File: config.mk
export PLATFORM = sky130hd
export DESIGN_NAME = mem_arbiter
export DESIGN_NICKNAME = d
export VERILOG_FILES = /design/src/rtl/mem_arbiter.sv
export SDC_FILE = /design/constraint.sdc
export NUM_CORES = 1
export LEC_CHECK = 0
export CORE_ASPECT_RATIO = 1.4
export CORE_MARGIN = 10
export CORE_UTILIZATION = 40
export DETAILED_ROUTE_END_ITERATION = 16
export GPL_TIMING_DRIVEN = 0
export PLACE_DENSITY = 0.79
export SLEW_MARGIN = 15
export SYNTH_ARGS = -nofsm -noshare
export SYNTH_HDL_FRONTEND = slang
export SYNTH_SLANG_ARGS = --single-unit
File: constraint.sdc
create_clock -name clock -period 1.77 [get_ports clock]
set_input_delay 0.354 -clock clock [delete_from_list [all_inputs] [get_ports clock]]
set_output_delay 0.354 -clock clock [all_outputs]
set_load 0.02 [all_outputs]
File: src/rtl/mem_arbiter.sv
// rtl/mem_arbiter.sv - CPU/DMA memory bus arbiter with fixed-latency transactions
// Round-robin tie-break by default; define ARB_CPU_PRIORITY_EN for fixed CPU priority.
module mem_arbiter #(
    parameter int AW         = 20,
    parameter int DW         = 8,
    parameter int RD_LATENCY = 1
) (
    input  logic          clock,
    input  logic          reset,
    input  logic          cpu_req,
    input  logic          cpu_we,
    input  logic [AW-1:0] cpu_address,
    input  logic [DW-1:0] cpu_wdata,
    output logic          cpu_ack,
    output logic [DW-1:0] cpu_rdata,
    input  logic          dma_req,
    input  logic          dma_we,
    input  logic [AW-1:0] dma_address,
    input  logic [DW-1:0] dma_wdata,
    output logic          dma_ack,
    output logic [DW-1:0] dma_rdata,
    output logic [AW-1:0] bus_address,
    output logic [DW-1:0] bus_wdata,
    output logic          bus_we,
    input  logic [DW-1:0] bus_rdata,
    output logic          grant,
    output logic          busy
);

    typedef enum logic [1:0] {
        ST_IDLE,
        ST_ACCESS,
        ST_WAIT,
        ST_DONE
    } state_t;

    state_t        state_q, state_d;
    logic [2:0]    cnt_q, cnt_d;
    logic          grant_q, grant_d;
    logic          we_q, we_d;
    logic [AW-1:0] bus_address_q, bus_address_d;
    logic [DW-1:0] bus_wdata_q, bus_wdata_d;
    logic          bus_we_q, bus_we_d;
    logic          cpu_ack_q, cpu_ack_d;
    logic          dma_ack_q, dma_ack_d;
    logic [DW-1:0] cpu_rdata_q, cpu_rdata_d;
    logic [DW-1:0] dma_rdata_q, dma_rdata_d;
    logic          pick_dma;

    always_comb begin
`ifdef ARB_CPU_PRIORITY_EN
        pick_dma = dma_req && !cpu_req;
`else
        // grant_q holds the last owner; on a tie the other requester wins
        pick_dma = dma_req && (!cpu_req || !grant_q);
`endif
    end

    always_comb begin
        state_d       = state_q;
        cnt_d         = cnt_q;
        grant_d       = grant_q;
        we_d          = we_q;
        bus_address_d = bus_address_q;
        bus_wdata_d   = bus_wdata_q;
        bus_we_d      = 1'b0;
        cpu_ack_d     = 1'b0;
        dma_ack_d     = 1'b0;
        cpu_rdata_d   = cpu_rdata_q;
        dma_rdata_d   = dma_rdata_q;
        case (state_q)
            ST_IDLE: begin
                if (cpu_req || dma_req) begin
                    grant_d       = pick_dma;
                    bus_address_d = pick_dma ? dma_address : cpu_address;
                    bus_wdata_d   = pick_dma ? dma_wdata : cpu_wdata;
                    we_d          = pick_dma ? dma_we : cpu_we;
                    // strobe is registered so it is high exactly during ACCESS
                    bus_we_d      = pick_dma ? dma_we : cpu_we;
                    state_d       = ST_ACCESS;
                end
            end
            ST_ACCESS: begin
                cnt_d   = 3'(RD_LATENCY);
                state_d = ST_WAIT;
            end
            ST_WAIT: begin
                if (cnt_q == 3'd1) begin
                    if (!we_q) begin
                        if (grant_q) dma_rdata_d = bus_rdata;
                        else         cpu_rdata_d = bus_rdata;
                    end
                    cpu_ack_d = !grant_q;
                    dma_ack_d = grant_q;
                    state_d   = ST_DONE;
                end else begin
                    cnt_d = cnt_q - 3'd1;
                end
            end
            ST_DONE: begin
                state_d = ST_IDLE;
            end
            default: begin
                state_d = ST_IDLE;
            end
        endcase
    end

    always_ff @(posedge clock) begin
        if (reset) begin
            state_q       <= ST_IDLE;
            cnt_q         <= 3'd0;
            grant_q       <= 1'b1;
            we_q          <= 1'b0;
            bus_address_q <= '0;
            bus_wdata_q   <= '0;
            bus_we_q      <= 1'b0;
            cpu_ack_q     <= 1'b0;
            dma_ack_q     <= 1'b0;
            cpu_rdata_q   <= '0;
            dma_rdata_q   <= '0;
        end else begin
            state_q       <= state_d;
            cnt_q         <= cnt_d;
            grant_q       <= grant_d;
            we_q          <= we_d;
            bus_address_q <= bus_address_d;
            bus_wdata_q   <= bus_wdata_d;
            bus_we_q      <= bus_we_d;
            cpu_ack_q     <= cpu_ack_d;
            dma_ack_q     <= dma_ack_d;
            cpu_rdata_q   <= cpu_rdata_d;
            dma_rdata_q   <= dma_rdata_d;
        end
    end

    assign cpu_ack     = cpu_ack_q;
    assign dma_ack     = dma_ack_q;
    assign cpu_rdata   = cpu_rdata_q;
    assign dma_rdata   = dma_rdata_q;
    assign bus_address = bus_address_q;
    assign bus_wdata   = bus_wdata_q;
    assign bus_we      = bus_we_q;
    assign grant       = grant_q;
    assign busy        = (state_q != ST_IDLE);

endmodule
**Yosys cells after proc, flatten, opt, wreduce, memory -nomap -nowiden**

Index checks and enable logic that the tools add are counted.

- Flip-flop bits (word level): 54
- Bits of input ports: 70
- Output and inout port bits: 49

- $add $sub $neg: 1
- Equal/unequal tests: 7
- Mux-type cells: 8
- Bitwise logic cells: 6
- Reduce and logical (&&, ||, !) cells: 15

Operators by type and width:

| cell | count |
|---|---|
| $mux 20 | 1 |
| $mux 8 | 1 |
| $pmux 2 s4 | 1 |
| $reduce_and 4->1 | 2 |
| $ne 2x2->1 const B | 3 |
| $not 1->1 | 6 |
| $pmux 3 s2 | 1 |
| $reduce_and 2->1 | 3 |
| $reduce_or 3->1 | 2 |
| $eq 2x2->1 const B | 2 |
| $mux 2 | 2 |
| $reduce_bool 2->1 | 2 |
| $eq 3x1->1 const B | 1 |
| $mux 3 | 1 |
| $sub 3x1->3 const B | 1 |
| $eq 2x1->1 const B | 1 |
| $logic_not 1->1 | 2 |
| $logic_not 2->1 | 1 |
| $logic_or 1x1->1 | 2 |
| $logic_and 1x1->1 | 1 |
| $mux 1 | 1 |

**Longest topological paths before layout**

- Depth in word-level cells: 4
- Gate-level depth with buffers: 6
- Mapped depth without buffers: 5

**Worst setup path before layout**

OpenSTA, ideal clock, no wires.

- Path kind: flip-flop to flip-flop
- Start: register state_q[0]
- End: register dma_rdata_q[0], in the netlist dma_rdata[0]
- Library setup time: 119 ps
- Data arrival time: 1443 ps
- Required time: 1651 ps
- Path slack: 209 ps
- Cell stages (with the launch flop): 7
- Buffers on the path: 1
- Clock period less this slack: 1561 ps
- Cell sequence: dfxtp_1 inv_1 ha_1 nand3b_4 or3b_1 buf_6 mux2i_1

- Longest elaborated chain between the ends: 2

RTL lines:

| item | RTL line | source |
|---|---|---|
| from (decl) | 37 | `state_t state_q, state_d;` |
| from (signal assigned) | 123 | `state_q <= state_d;` |
| $eq 2x2->1 | 71 | `case (state_q)` |
| $reduce_and 4->1 (no source line) | n/a |  |
| to (signal assigned) | 133 | `dma_rdata_q <= dma_rdata_d;` |
| to (decl) | 47 | `logic [DW-1:0] dma_rdata_q, dma_rdata_d;` |

No other way between the ends.
A chain may end at the register's enable or synchronous reset.

**Worst setup path in the final report**

- Start: register state_q[0]
- End: register dma_rdata_q[2], in the netlist dma_rdata[2]

Same word-level chain as after synthesis.

==> results.cfg <==
[critical_path]
critPathMaxFanout = 8
cp-start-kind = register
cp-end-kind = register
worstPathRequired_ps = 1970
reg2reg_to = dma_rdata[2]
rr_worst_depth = 6
regToRegStartpoint = state_q[0]
cp_data_arrival_time_ps = 1880
r2r_setup_slack_ps = 90
crit_type = reg -> reg

[floorplan]
core-area_um2 = 5904
die_h_um = 112.6
rows = 33
start_util = 0.4147
num_io_pins = 119
dieArea_um2 = 9696
fp.dieW_um = 86.13

[yosys]
ys_warn_count = 0
syn_area_per_cell_um2 = 8.745
synth.yosys.seq_area_share = 0.4415
syn_inst = 280
ys_ff_latch = 54
yosys.area.top_type_share = 0.4415
synth-edff-count = 0
synthDistinctLibCells = 32
synth_area_leaders = dfxtp_1 44%, a311oi_1 10%, nand2_1 9.2%
async_flop_share = 0
yosysTopAreaCell = dfxtp_1
syn_area_um2 = 2449
synth_commonest_cells = 60 x nand2_1, 54 x dfxtp_1, 31 x nor2_1
yosysMostFrequentCell = nand2_1
yosys_most_used_dff = dfxtp_1
syn-num-nets = 357

[cts]
htreeDepth = 2
cts_max_path_buffers = 2
cts_inserted_buffers = 5
cts.sinks = 54
clkTransAtPathRegs_ps = 100
postCtsHoldBufs = 0
insertion_delay_ps = 310
root_buffer = clkbuf_8
cts_tree = done

[power_and_ir_drop]
vdd.ir_drop.worst_mv = 0.7595
power.density_nw_per_um2 = 1168
leakage_nw = 1.530

[finish]
drive_gt1_frac = 0.08108
synthToLayoutAreaGrowth_pct = 56.92
finalNetCount = 483
multi_input_area_um2 = 1257
num_antenna_cells = 0
seqCellArea_um2 = 1082
stdcell_count = 477
num-fill-cells = 533

[timing]
skew_ps = 6.110
rsz0062_at_grt = true
slew_headroom = 0.6825
tightest_slew_ps = 476.2
final_hold_viol_count = 0
finalSetupViolCount = 0
max_freq_ghz = 0.5936
min_period_ps = 1685
final.setup.tns_ps = 0
finalMaxSlewViolations = 0
fin_crit_sh = 0.9518

[run]
cap_violations = 0

[grt]
antenna_found_initial = 0
gr-usage-all-layers = 0.1588
grt_pass1_vias = 2423
overflow = 0
grt_max_degree = 18
grt_first_pass_wirelength_um = 12680

[placed_design]
place_hpwl_um = 6138
placedCellCount = 467
gp_congestion = 0.7641
port_buffers = 117

[min_path]
hp-class = reg -> reg
hp-start = cpu_rdata[6]
min_path_cells = 2
holdPathEnd = cpu_rdata[6]

[route]
drc_errors = 0
vias = 2377
drt-wirelength-per-cell_um = 16.08
wl_um = 7671
post_drt_via_cell_ratio = 4.983
drt_iter0_markers = 112
antenna_left = 0
drtPass1Iterations = 4

[run_status]
status = complete, no violations
per-layer routing:
metal | part of all wire | GRT usage
met5 | 0 | 0
met4 | 0.018 | 0.04515
met3 | 0.086 | 0.06440
met2 | 0.50 | 0.2680
met1 | 0.39 | 0.1776
what timing repair did:
item | 4_1_cts | 5_1_grt
resized for setup | 4 | 17
pin swaps | 0 | 1
buffers inserted | 0 | 2
setup endpoints to repair | 13 | 41
worst max-delay path by stage:
stage,from,to,slack [ps],depth (start not counted)
finish,state_q[0],dma_rdata[2],90,6
floorplan,state_q[0],dma_rdata[0],210,6
global route,state_q[0],dma_rdata[3],-30,6
detailed placement,dma_req,bus_wdata[5],-270,5
global placement,dma_req,bus_wdata[4],-180,5
CTS,state_q[0],bus_wdata[7],-20,6
layout make-up:
class | instances | share of cell area
clock inverters | 3 | 0.005536
inverters | 5 | 0.004884
repair buffers | 119 | 0.3090
multi-input cells | 200 | 0.3273
flip-flops and latches | 54 | 0.2817
clock buffers | 5 | 0.01791
plain buffers | 21 | 0.03093
well taps | 70 | 0.02279
worst max-delay path, cell delays in order, from the launching register on:
cell and delay (ps):
dfxtp_1 330, inv_1 150, ha_2 260, nand3b_4 140, or3b_1 410, buf_6 160, mux2i_1 130
flip-flops by register name, indices dropped and copies added, names as in the netlist:
name         cells
bus_address     20
dma_rdata        8
cpu_rdata        8
cpu_ack          1
we_q             1
bus_wdata        8
dma_ack          1
state_q          2
bus_we           1
grant            1
cnt_q            3
report_power, final:
part           internal (mW)  switching (mW)
Combinational           1.01            1.15
Clock                  0.279           0.406
Sequential              1.50           0.151
layout by cell type, fill, tap and decap left out, types with 7 or more instances in the layout:
cell type and n:
nor2_1 31, dfxtp_1 53, clkbuf_1 7, nand2_1 60, clkdlybuf4s50_1 116, a311oi_1 28
nand2b_1 29, mux2i_1 17
through the flow:
stage | setup slack (ps) | utilization | instance area [µm²] | hold WS (ps) | total power, mW
after detailed placement | -267.3 | 0.6279 | 3707 | 467.3 | 3.815
after global routing | -31.80 | 0.6508 | 3842 | 514.3 | 4.818
final | 85.40 | 0.6508 | 3842 | 480.1 | 4.488
after CTS | -19.97 | 0.6436 | 3800 | 482.1 | 4.502
after global placement | -182.3 | 0.6279 | 3707 | 458.7 | 3.775
after floorplan | 208.6 | - | 2449 | 474.3 | 2.880
kinds of logic (layout without fill, tap and decap cells):
group	Yosys count	after routing	synth area share
buf+inv	26	153	0.05110
simple gates	133	133	0.2580
flops	54	54	0.4415
fa+ha+maj	7	7	0.03577
compound gates	43	43	0.1441
mux	17	17	0.06949
(Power assumes the default switching activity.)
